`src/rtl/result_hex_tx.sv`:
```
// Serialises a captured 16-bit word as the ASCII line "0xHHHH\r\n" on an 8N1 UART.
// Each start pulse produces one line, and busy/done form the handshake with the control FSM.
module result_hex_tx #(
  parameter int CLKS_PER_BIT = 868
) (
  input  logic        clk,
  input  logic        rst,
  input  logic        start,
  input  logic [15:0] value,
  output logic        busy,
  output logic        done,
  output logic        UART_TXD
);

  localparam int CW = (CLKS_PER_BIT > 1) ? $clog2(CLKS_PER_BIT) : 1;
  localparam logic [CW-1:0] BAUD_LAST = CW'(CLKS_PER_BIT - 1);
  localparam logic [CW-1:0] BAUD_ZERO = CW'(0);
  localparam logic [CW-1:0] BAUD_ONE  = CW'(1);

  typedef enum logic [1:0] {
    IDLE  = 2'd0,
    START = 2'd1,
    DATA  = 2'd2,
    STOP  = 2'd3
  } state_t;

  state_t        state;
  logic [2:0]    char_idx;
  logic [2:0]    bit_idx;
  logic [CW-1:0] baud;
  logic [15:0]   word;
  logic [7:0]    cur_byte;

  function automatic logic [7:0] hex_ascii(input logic [3:0] n);
    if (n <= 4'd9) begin
      hex_ascii = 8'h30 + {4'h0, n};
    end else begin
      hex_ascii = 8'h37 + {4'h0, n};  // 0x41 + (n - 10)
    end
  endfunction

  function automatic logic [7:0] char_at(input logic [2:0] idx, input logic [15:0] w);
    case (idx)
      3'd0:    char_at = 8'h30;
      3'd1:    char_at = 8'h78;
      3'd2:    char_at = hex_ascii(w[15:12]);
      3'd3:    char_at = hex_ascii(w[11:8]);
      3'd4:    char_at = hex_ascii(w[7:4]);
      3'd5:    char_at = hex_ascii(w[3:0]);
      3'd6:    char_at = 8'h0D;
      3'd7:    char_at = 8'h0A;
      default: char_at = 8'h0A;
    endcase
  endfunction

  // Byte being sent, taken from the captured word so later changes on value are ignored.
  always_comb begin
    cur_byte = char_at(char_idx, word);
  end

  // Line FSM. The serial line is driven one cycle ahead so every output is a register.
  always_ff @(posedge clk or negedge rst) begin
    if (!rst) begin
      state    <= IDLE;
      char_idx <= 3'd0;
      bit_idx  <= 3'd0;
      baud     <= BAUD_ZERO;
      word     <= 16'h0000;
      busy     <= 1'b0;
      done     <= 1'b0;
      UART_TXD <= 1'b1;
    end else begin
      done <= 1'b0;
      case (state)
        IDLE: begin
          baud <= BAUD_ZERO;
          if (start) begin
            word     <= value;
            char_idx <= 3'd0;
            bit_idx  <= 3'd0;
            busy     <= 1'b1;
            UART_TXD <= 1'b0;
            state    <= START;
          end else begin
            busy     <= 1'b0;
            UART_TXD <= 1'b1;
          end
        end
        START: begin
          if (baud == BAUD_LAST) begin
            baud     <= BAUD_ZERO;
            bit_idx  <= 3'd0;
            UART_TXD <= cur_byte[0];
            state    <= DATA;
          end else begin
            baud <= baud + BAUD_ONE;
          end
        end
        DATA: begin
          if (baud == BAUD_LAST) begin
            baud <= BAUD_ZERO;
            if (bit_idx == 3'd7) begin
              UART_TXD <= 1'b1;
              state    <= STOP;
            end else begin
              bit_idx  <= bit_idx + 3'd1;
              UART_TXD <= cur_byte[bit_idx + 3'd1];
            end
          end else begin
            baud <= baud + BAUD_ONE;
          end
        end
        STOP: begin
          if (baud == BAUD_LAST) begin
            baud <= BAUD_ZERO;
            if (char_idx != 3'd7) begin
              char_idx <= char_idx + 3'd1;
              UART_TXD <= 1'b0;
              state    <= START;
            end else begin
              busy     <= 1'b0;
              done     <= 1'b1;
              UART_TXD <= 1'b1;
              state    <= IDLE;
            end
          end else begin
            baud <= baud + BAUD_ONE;
          end
        end
        default: begin
          baud     <= BAUD_ZERO;
          busy     <= 1'b0;
          UART_TXD <= 1'b1;
          state    <= IDLE;
        end
      endcase
    end
  end

endmodule

```
`config.mk`:
```
export PLATFORM = sky130hd
export DESIGN_NAME = result_hex_tx
export DESIGN_NICKNAME = d
export VERILOG_FILES = /design/src/rtl/result_hex_tx.sv
export SDC_FILE = /design/constraint.sdc
export NUM_CORES = 1
export LEC_CHECK = 0
export ABC_AREA = 1
export CORE_AREA = 2 2 66 68
export DETAILED_ROUTE_END_ITERATION = 16
export DIE_AREA = 0 0 68 70
export GPL_TIMING_DRIVEN = 0
export PLACE_DENSITY = 0.88
export SETUP_SLACK_MARGIN = 0.2
export SYNTH_ARGS = -nofsm -noshare
export SYNTH_HDL_FRONTEND = slang
export SYNTH_SLANG_ARGS = --single-unit
```
`constraint.sdc`:
```
create_clock -name clk -period 4.8 [get_ports clk]
set_clock_uncertainty 0.2 [all_clocks]
set_input_delay 0.72 -clock clk [delete_from_list [all_inputs] [get_ports clk]]
set_output_delay 0.72 -clock clk [all_outputs]
set_load 0.1 [all_outputs]
```
== Word-level counts from Yosys, hierarchy flattened ==
Index checks and enable logic that the tools add are counted.
Cells by class
  add/sub/neg operators: 11
  mux-type cells: 37
  reductions and logical operators: 11
  $lt $le $gt $ge: 5
  equality and inequality tests: 21
Operator list (count)
  $pmux W8 S8: 1
  $add A6 B4 Y7 const A: 8
  $mux W7: 4
  $pmux W10 S2: 1
  $mux W3: 6
  $le A4 B4 Y1 const B: 4
  $ne A2 B2 Y1 const B: 8
  $eq A3 B3 Y1 const B: 5
  $mux W1: 13
  $add A10 B1 Y10 const B: 1
  $eq A10 B10 Y1 const B: 1
  $mux W10: 1
  $mux W2: 5
  $reduce_and A5 Y1: 2
  $pmux W3 S3: 1
  $pmux W2 S4: 1
  $add A3 B1 Y3 const B: 2
  $eq A3 B2 Y1 const B: 2
  $pmux W3 S2: 1
  $reduce_and A3 Y1: 2
  $eq A2 B2 Y1 const B: 2
  $lt A3 B4 Y1 const B: 1
  $pmux W1 S4: 1
  $reduce_and A4 Y1: 1
  other kinds (11): 11
Word-level totals
  logic and storage cells: 93
  flip-flop bits (word level): 37

== Longest topological paths before layout ==
  word-level depth: 8
  depth in mapped cells: 17

== Worst setup path after synthesis ==
OpenSTA, ideal clock, no wires.
  kind: register -> register
  from: register char_idx[0]
  to: register UART_TXD
  arrival: 1653 ps
  slack: 2871 ps
  clock period less this slack: 1929 ps
  library setup time: 76 ps
  cell stages (with the launch flop): 16
  cells stage by stage: dfrtp_1 -> ha_1 -> ha_1 -> clkbuf_1 -> nand4_1 -> nand2_1 -> nor2_1 -> nand3_1 -> nand2_1 -> nand2_1 -> nand2_1 -> nand2_1 -> nand2_1 -> nand2_1 -> nand2_1 -> nand2_1
On the way
  longest elaborated chain between the ends: 7
RTL lines
  start, declared: RTL line 28  | logic [2:0] char_idx;
  start signal, assigned: RTL line 117  | char_idx <= char_idx + 3'd1;
  $eq A3 B3 Y1, or another cell as far along: RTL line 43  | case (idx)
  $pmux W8 S8: RTL line 43
  $bmux W1 S3: RTL line 107  | UART_TXD <= cur_byte[bit_idx + 3'd1];
  $mux W1 (implied by the code): RTL line 107
  $mux W1: RTL line 102  | if (bit_idx == 3'd7) begin
  $mux W1: RTL line 100  | if (baud == BAUD_LAST) begin
  $pmux W1 S4 (*): RTL line 74  | case (state)
  end signal, assigned: RTL line 93  | UART_TXD <= cur_byte[0];
  end signal, assigned: RTL line 107
  end, declared: RTL line 12  | output logic UART_TXD
Mark *: on every way between the ends. The rest lies on a longest branch, timed or not. The select of a mux whose other input is x is not followed.
A chain may end at the register's enable or synchronous reset.

== Final worst setup path ==
  from: register UART_TXD
  to: output port UART_TXD
No word-level cell between the ends.

==> run_results.csv <==
group,metric,value,unit
detailed_routing,ant_nets,0,
clocking,clk_latency,300,ps
worst_setup_path,critPathRequiredTime,3880,ps
synthesis,synth_edf_count,0,
synthesis,ys_types,31,
grt,grt_max_degree,38,
floorplanning,start_util,57.9,%
layout,drive_above_1_share,5.41,%
power,p_int,426,uW
layout,fillers,367,
power,pwr_density_cell,198,nW/um2
worst_setup_path,critPathCaptureType,"output port",
sta,final_max_slew_viol_count,0,
synthesis,synth_ff_type,"dfrtp_1",
sta,rsz0062_at_grt,"no",
synthesis,ys_async_sr_fraction,100,%
clocking,hold_buffers,0,
sta,slew_headroom,34.4,%
sta,tns,0,ps
worst_setup_path,slowest_delay,1120,ps
layout,multi_input_area,1290,um2
detailed_routing,wire_per_inst,13.8,um
grt,antenna_found_initial,0,
worst_setup_path,crit_slowest_cell,"clkdlybuf4s50_1",
power,combPwrFrac,3.7,%
grt,grtUsageTotal,25.8,%
worst_setup_path,reg2reg_to,"UART_TXD",
grt,grt_pass1_wl,9400,um
detailed_routing,drt_first_pass_iters,4,
layout,finalNetCount,390,
run_status,status,"completed",
sta,final_hold_viol_count,0,
synthesis,ys_warn_count,0,
synthesis,syn_area_per_cell,7.45,um2
synthesis,synth_cells,322,
power,pwr-share-clk,38.9,%
worst_setup_path,path_depth,1,
worst_setup_path,crit_type,"reg -> out",
sta,fmax,350,MHz
grt,use_met2,44.4,%
worst_setup_path,crit_start,"UART_TXD",
sta,fin_crit,2850,ps
grt,grt_use_met1,32.0,%
sta,worst_pin_slew,981,ps
clocking,cts_resized,0,
clocking,path_clk_slew,70,ps
synthesis,ys_seq_area_share,38.7,%
clocking,root_buffer,"clkbuf_8",
worst_setup_path,r2r.worst_path.cells,15,
worst_setup_path,r2r_start,"char_idx[0]",
floorplanning,die_area,4760,um2
synthesis,synth_nets,362,
clocking,htree_levels,2,
power,power.share.sequential,57.3,%
grt,grt.busiest_layer,"met2",
floorplanning,core.rowCount,24,
place,port_buffers,21,
power,p_sw_share,21.7,%
power,p_switching,118,uW
sta,setup_viol,0,
floorplanning,io_pins,22,
hold_path,worstHoldPathType,"reg -> reg",
detailed_routing,finalWirelength,5540,um
synthesis,syn-cell-area,2400,um2
layout,stdcell_count,403,
synthesis,ys_ff_latch,37,
worst_setup_path,cp.buffers_inverters,1,
worst_setup_path,path_max_fanout,2,
clocking,post-cts-setup-buffers,0,
clocking,clock_path_buffers,2,
layout,seq_area,927,um2
place,dp_hpwl,4260,um
layout,diodes,0,
grt,overflow,0,
sta,fin_crit_sh,59.5,%
detailed_routing,drtIter0Drc,171,
clocking,clock-sinks,37,
floorplanning,core,4140,um2
floorplanning,die_h,70,um
run,cap_violations,0,
worst_setup_path,start_kind,"register",
grt,grt_pass1_vias,2130,
power,irDropWorstVdd,0.252,mV
detailed_routing,via_per_inst,5.40,
worst_setup_path,endpoint,"UART_TXD",
floorplanning,die_w,68,um
worst_setup_path,arrival,1930,ps
power,p_leak,0.00134,uW
clocking,cts_tree,"done",
detailed_routing,drc,0,
place,gp_congestion,0.893,
worst_setup_path,cpLargestDelayFamily,"buffers and inverters",
place,dp_cells,395,
layout,area_growth,14.7,%
grt,met3_usage,4.19,%
detailed_routing,vias,2175,
clocking,cts_made_buffers,5,
worst_setup_path,path_cells,"clkdlybuf4s50_1",
worst_setup_path,r2r_slack,2540,ps
## metal layers
metal	up-vias	part of all wire, %
li1	1112	-
met1	1013	44
met2	37	51
met3	13	2.8
met4	0	2.0
met5	-	0
## synth_stat cells (2+ instances only)
master | instances | area share, %
inv_1 | 41 | 6.4
nand3_1 | 32 | 6.7
nand3b_1 | 2 | 0.63
o21ai_2 | 2 | 0.73
clkbuf_1 | 4 | 0.63
nand4_1 | 7 | 1.8
ha_1 | 21 | 11
nor3_1 | 6 | 1.3
xor2_1 | 2 | 0.73
dfrtp_1 | 36 | 38
a21oi_1 | 11 | 2.3
o21ai_1 | 5 | 1.0
nor2_1 | 24 | 3.8
nand2_1 | 82 | 13
o21ai_0 | 30 | 6.3
nor2_2 | 2 | 0.52
## worst min-delay path, delay by kind of cell, from the launching register on
family	cells	cell delay [ps]
DFF	1	370
and+or+nand+nor	2	100
## registers in the layout (all words and copies together) (netlist names)
signal and count:
state 2, busy 1, char_idx 3, bit_idx 3
baud 10, done 1, UART_TXD 1, word 16
## layout make-up
type | count | share of cell area, %
Clock inverter | 1 | 0.182
Buffer | 4 | 0.546
Sequential cell | 37 | 33.7
Timing Repair Buffer | 21 | 7.46
Clock buffer | 7 | 2.78
Tap cell | 52 | 2.37
Multi-Input combinational cell | 238 | 47.0
Inverter | 43 | 5.92
## cells by family (layout without fill, tap and decap cells)
kind of cell,after synthesis,in the layout,share of synthesized area (%)
buffers and inverters,47,76,7.41
AOI/OAI and AO/OA,53,53,12.2
and+or+nand+nor,162,162,30.0
xor gates and xnor gates,2,2,0.731
adders and majority gates,21,21,11.0
DFF,37,37,38.7
## how the worst min path moves through the flow
stage,from,to,cells after the start
2_1_floorplan,rst,baud[0],0
3_3_place_gp,UART_TXD,UART_TXD,2
3_5_place_dp,UART_TXD,UART_TXD,2
4_1_cts,UART_TXD,UART_TXD,2
5_1_grt,UART_TXD,UART_TXD,2
6_report,UART_TXD,UART_TXD,2
## per-stage QoR
step                util (%)  setup WS (ps)  power [uW]  hold slack, ps  cell area, um2
floorplan                  -           2870         318             224            2400
detailed placement      64.4           2250         338             267            2670
CTS                     66.3           1940         548             278            2750
finish                  66.3           1950         544             277            2750
global route            66.3           1920         563             302            2750
global placement        64.5           1970         339             258            2670
## power by group through the flow
stage	Sequential, uW	Clock (uW)	Combinational (uW)
after floorplan	318	0	0.0144
after global placement	318	0	20.9
after detailed placement	318	0	20.7
after CTS	312	215	21.0
after global routing	311	229	22.6
final	312	212	20.3
## cells in the final DEF, fill, tap and decap left out, types with 6 or more instances in the layout
| cell | count |
|---|---|
| inv_1 | 41 |
| ha_1 | 21 |
| nor3_1 | 6 |
| nand3_1 | 32 |
| o21ai_0 | 30 |
| a21oi_1 | 11 |
| nand4_1 | 7 |
| nand2_1 | 82 |
| nor2_1 | 24 |
| clkdlybuf4s50_1 | 20 |
| clkbuf_1 | 6 |
| dfrtp_1 | 36 |
(Power assumes the default switching activity.)
==> edit 1 (config.mk and constraints unchanged) <==
The 4 states of `state_t` get a one-hot encoding in 4 bits.
--- a/src/rtl/result_hex_tx.sv
+++ b/src/rtl/result_hex_tx.sv
@@ -17,11 +17,11 @@
   localparam logic [CW-1:0] BAUD_ZERO = CW'(0);
   localparam logic [CW-1:0] BAUD_ONE  = CW'(1);
 
-  typedef enum logic [1:0] {
-    IDLE  = 2'd0,
-    START = 2'd1,
-    DATA  = 2'd2,
-    STOP  = 2'd3
+  typedef enum logic [3:0] {
+    IDLE  = 4'b0001,
+    START = 4'b0010,
+    DATA  = 4'b0100,
+    STOP  = 4'b1000
   } state_t;
 
   state_t        state;
Behaviour: same outputs for any inputs over 10 cycles, from zero or initial values and one cycle with rst low; not proved beyond that.
==> edit 1 against the unedited design <==
- sequential cell count up 2
- critical path type unchanged
- setup slack worse by 0.011 ns
- largest cell class unchanged
- synthesized area up 2.2%
- cell area up 3.1%
- maximum frequency down 0.38%
- wire length down 2.9%
Power is not compared: it rests on default switching activity, and its combinational part moved more than twofold at a synthesized area within 25%.
==> edit 1: results (changes against the unedited design) <==
<table>
<tr><th>Metric</th><th>Value</th></tr>
<tr><th colspan="2">Critical path</th></tr>
<tr><td>Setup slack of the worst register-to-register path</td><td>2.51 ns (was 2.54 ns)</td></tr>
<tr><th colspan="2">Drt</th></tr>
<tr><td>Total number of vias</td><td>2239 (was 2175)</td></tr>
<tr><td>Met2 wire len</td><td>2.655 mm (was 2.809 mm)</td></tr>
<tr><td>M1 WL</td><td>2.304 mm (was 2.466 mm)</td></tr>
<tr><td>Drt initial violations</td><td>141 (was 171)</td></tr>
<tr><td>DRT Wirelength</td><td>5.381 mm (was 5.543 mm)</td></tr>
<tr><th colspan="2">Synthesis</th></tr>
<tr><td>Xor/xnor cell area share of the yosys netlist</td><td>0.007147 (was 0.007307)</td></tr>
<tr><td>Top cells by area in the synthesized netlist</td><td>dfrtp_1, nand2_1, nand3_1 (was dfrtp_1, nand2_1, ha_1)</td></tr>
<tr><td>Part of the Yosys area used for sequential elements</td><td>0.3992 (was 0.3867)</td></tr>
<tr><td>Synth cell count leaders</td><td>nand2_1, inv_1, nand3_1 (was nand2_1, inv_1, dfrtp_1)</td></tr>
<tr><td>Mux cell area share after synthesis</td><td>0.01378 (was 0)</td></tr>
<tr><th colspan="2">Status</th></tr>
<tr><td>Outcome</td><td>complete, no violations (unchanged)</td></tr>
<tr><th colspan="2">GRT</th></tr>
<tr><td>Largest net degree at the start of global routing</td><td>40 (was 38)</td></tr>
<tr><td>Routing usage on met3</td><td>0.04831 (was 0.04187)</td></tr>
<tr><td>Wire length of the first global-routing pass</td><td>9.149 mm (was 9.404 mm)</td></tr>
<tr><td>Overall track demand over capacity in global routing</td><td>0.2506 (was 0.2579)</td></tr>
<tr><td>Met1 Resource Use GR</td><td>0.3007 (was 0.3197)</td></tr>
<tr><th colspan="2">STA</th></tr>
<tr><td>Transition time of the tightest slew-check pin</td><td>0.9616 ns (was 0.9809 ns)</td></tr>
<tr><th colspan="2">Final layout</th></tr>
<tr><td>Fraction of final layout cells with drive strength greater than 1</td><td>0.08732 (was 0.05413)</td></tr>
<tr><td>Filler Cell Count</td><td>355 (was 367)</td></tr>
<tr><td>Largest registers ranked by flip-flop count</td><td>word (16), baud (10), state (4) (was word (16), baud (10))</td></tr>
<tr><th colspan="2">Hold path</th></tr>
<tr><td>Hold path cells</td><td>1 (was 2)</td></tr>
<tr><td>Hold Path End</td><td>baud[0] (was UART_TXD)</td></tr>
<tr><td>Worst hold start</td><td>baud[0] (was UART_TXD)</td></tr>
<tr><th colspan="2">Placement</th></tr>
<tr><td>Half-perimeter wire length of the detailed placement result</td><td>3.949 mm (was 4.262 mm)</td></tr>
<tr><td>Setup slack after placement</td><td>2.253 ns (was 2.251 ns)</td></tr>
<tr><td>Routability Congestion</td><td>0.9109 (was 0.8932)</td></tr>
</table>
## edit 1: cells by family (layout without fill, tap and decap cells)
family / count (synthesis) / count (layout)
and+or+nand+nor: 168 / 168
buffers and inverters: 50 / 79
AOI/OAI and AO/OA: 47 / 47
DFF: 39 / 39
adders and majority gates: 17 / 17
muxes: 3 / 3
xor gates and xnor gates: 2 / 2
## edit 1: where the power goes
part / total (uW) / switching (uW) / internal, uW / leakage, uW
logic: 592 / 399 / 193 / 0.000774
clock network: 277 / 122 / 155 / 0.0000581
registers: 512 / 82.1 / 430 / 0.000506
## edit 1: worst max-delay path by stage
stage                           start        to  slack, ns  depth (start not counted)
after detailed placement     UART_TXD  UART_TXD       2.25                          1
after CTS                    UART_TXD  UART_TXD       1.92                          1
after global routing         UART_TXD  UART_TXD       1.90                          1
after floorplan           char_idx[0]  UART_TXD       2.85                         13
after global placement            rst   word[7]       1.89                          1
final                        UART_TXD  UART_TXD       1.94                          1
## edit 1: layout make-up
| cell class | instances | area, um2 | area share |
|---|---|---|---|
| sequential | 39 | 978.4 | 0.3453 |
| tap | 52 | 65.06 | 0.02296 |
| clock buffer | 5 | 68.82 | 0.02428 |
| timing repair buffer | 21 | 205.2 | 0.07241 |
| inverter | 46 | 172.7 | 0.06093 |
| clock inverter | 3 | 43.79 | 0.01545 |
| buffer | 4 | 16.27 | 0.005740 |
| multi-input combinational | 237 | 1284 | 0.4530 |
## edit 1: metrics by stage
stage,hold WS (ns),std cells,area [um2],util
finish,0.2986,407,2834,0.6839
CTS,0.2927,407,2834,0.6839
global placement,0.2714,399,2726,0.6579
global route,0.3100,407,2834,0.6839
floorplan,0.2244,326,2451,-
detailed placement,0.2811,399,2721,0.6567
==> edit 2 (config.mk and constraints unchanged) <==
Made on the original files. `CLKS_PER_BIT`: 868 -> 3472.
--- a/src/rtl/result_hex_tx.sv
+++ b/src/rtl/result_hex_tx.sv
@@ -1,7 +1,7 @@
 // Serialises a captured 16-bit word as the ASCII line "0xHHHH\r\n" on an 8N1 UART.
 // Each start pulse produces one line, and busy/done form the handshake with the control FSM.
 module result_hex_tx #(
-  parameter int CLKS_PER_BIT = 868
+  parameter int CLKS_PER_BIT = 3472
 ) (
   input  logic        clk,
   input  logic        rst,
Check against the original RTL: same outputs for any inputs over 10 cycles, from zero or initial values and one cycle with rst low; that may be too few to reach the edited logic, so the function may still have changed.
==> edit 2 against the unedited design <==
- synthesized area rose by 5.0%
- utilization rose by 3.0 points
- setup slack got worse by 0.019 ns
- via count rose by 4.3%
- worst hold slack got worse by 0.014 ns
- global-route usage fell by 0.20 points
- sequential cell count rose by 2
- largest cell class unchanged
- cell area rose by 4.5%
- total power rose by 4.7%
- wire length rose by 0.36%
- critical endpoint unchanged
- synthesized cell count rose by 4.0%
- sequential power rose by 5%
==> edit 2: results (changes against the unedited design) <==
<table>
<tr><th>Metric</th><th>Value</th></tr>
<tr><th colspan="2">Critical path</th></tr>
<tr><td>Depth of the most critical reg-to-reg path</td><td>13 (was 15)</td></tr>
<tr><td>Setup slack of the worst register-to-register path</td><td>2.60 ns (was 2.54 ns)</td></tr>
<tr><th colspan="2">Drt</th></tr>
<tr><td>Total number of vias</td><td>2268 (was 2175)</td></tr>
<tr><td>Drt initial violations</td><td>185 (was 171)</td></tr>
<tr><td>Final routed wire length divided by cell count</td><td>13.37 um (was 13.75 um)</td></tr>
<tr><td>DRT Wirelength</td><td>5.563 mm (was 5.543 mm)</td></tr>
<tr><td>M1 WL</td><td>2.508 mm (was 2.466 mm)</td></tr>
<tr><td>Met2 wire len</td><td>2.702 mm (was 2.809 mm)</td></tr>
<tr><th colspan="2">Synthesis</th></tr>
<tr><td>Number of unique standard cell types used by synthesis</td><td>33 (was 31)</td></tr>
<tr><td>Share of the synthesized area in compound gates (AO/OA/AOI/OAI)</td><td>0.1342 (was 0.1221)</td></tr>
<tr><td>Top cells by area in the synthesized netlist</td><td>dfrtp_1, nand2_1, ha_1 (unchanged)</td></tr>
<tr><td>Net count after synthesis</td><td>375 (was 362)</td></tr>
<tr><td>Xor/xnor cell area share of the yosys netlist</td><td>0.006958 (was 0.007307)</td></tr>
<tr><td>Part of the Yosys area used for sequential elements</td><td>0.3882 (was 0.3867)</td></tr>
<tr><th colspan="2">Placement</th></tr>
<tr><td>Routability Congestion</td><td>0.9373 (was 0.8932)</td></tr>
<tr><td>Instance area after placement</td><td>2788 um2 (was 2668 um2)</td></tr>
<tr><td>Setup slack after placement</td><td>2.242 ns (was 2.251 ns)</td></tr>
<tr><td>Half-perimeter wire length of the detailed placement result</td><td>4.163 mm (was 4.262 mm)</td></tr>
<tr><th colspan="2">Power</th></tr>
<tr><td>Static Leak</td><td>0.001389 uW (was 0.001345 uW)</td></tr>
<tr><td>Worst IR Drop VDD</td><td>0.1591 mV (was 0.2522 mV)</td></tr>
<tr><td>Portion of total power attributed to sequential cells</td><td>0.577 (was 0.573)</td></tr>
<tr><td>Switch Pwr</td><td>126.8 uW (was 117.8 uW)</td></tr>
<tr><td>Post-route total power</td><td>568.9 uW (was 543.6 uW)</td></tr>
<tr><th colspan="2">Hold path</th></tr>
<tr><td>Worst hold start</td><td>baud[0] (was UART_TXD)</td></tr>
<tr><th colspan="2">Final layout</th></tr>
<tr><td>Largest registers ranked by flip-flop count</td><td>word (16), baud (12) (was word (16), baud (10))</td></tr>
<tr><td>Filler Cell Count</td><td>346 (was 367)</td></tr>
<tr><td>Fin nets</td><td>403 (was 390)</td></tr>
<tr><th colspan="2">Status</th></tr>
<tr><td>Outcome</td><td>complete, no violations (unchanged)</td></tr>
<tr><th colspan="2">GRT</th></tr>
<tr><td>Wire length of the first global-routing pass</td><td>9.528 mm (was 9.404 mm)</td></tr>
</table>
## edit 2: cell count changes after synthesis, moves of 3 or more
| cell | delta |
|---|---|
| a21oi_1 | +4 |
| inv_1 | +3 |
| nand2_1 | -3 |
| nor2_1 | +4 |
| o21ai_0 | -3 |
## edit 2: cell type report
cell class / instances / area (um2) / area share
plain buffers: 6 / 30.03 / 0.01045
flip-flops and latches: 39 / 977.2 / 0.3402
inverters: 46 / 172.7 / 0.06010
multi-input cells: 244 / 1338 / 0.4656
well taps: 52 / 65.06 / 0.02265
repair buffers: 21 / 205.2 / 0.07143
clock inverters: 2 / 12.51 / 0.004355
clock buffers: 6 / 72.57 / 0.02526
## edit 2: metal layers
metal | vias to the layer above | GRT usage
met5 | - | 0
met4 | 0 | 0.07556
met3 | 9 | 0.04026
met2 | 57 | 0.3959
met1 | 1053 | 0.3674
li1 | 1149 | -
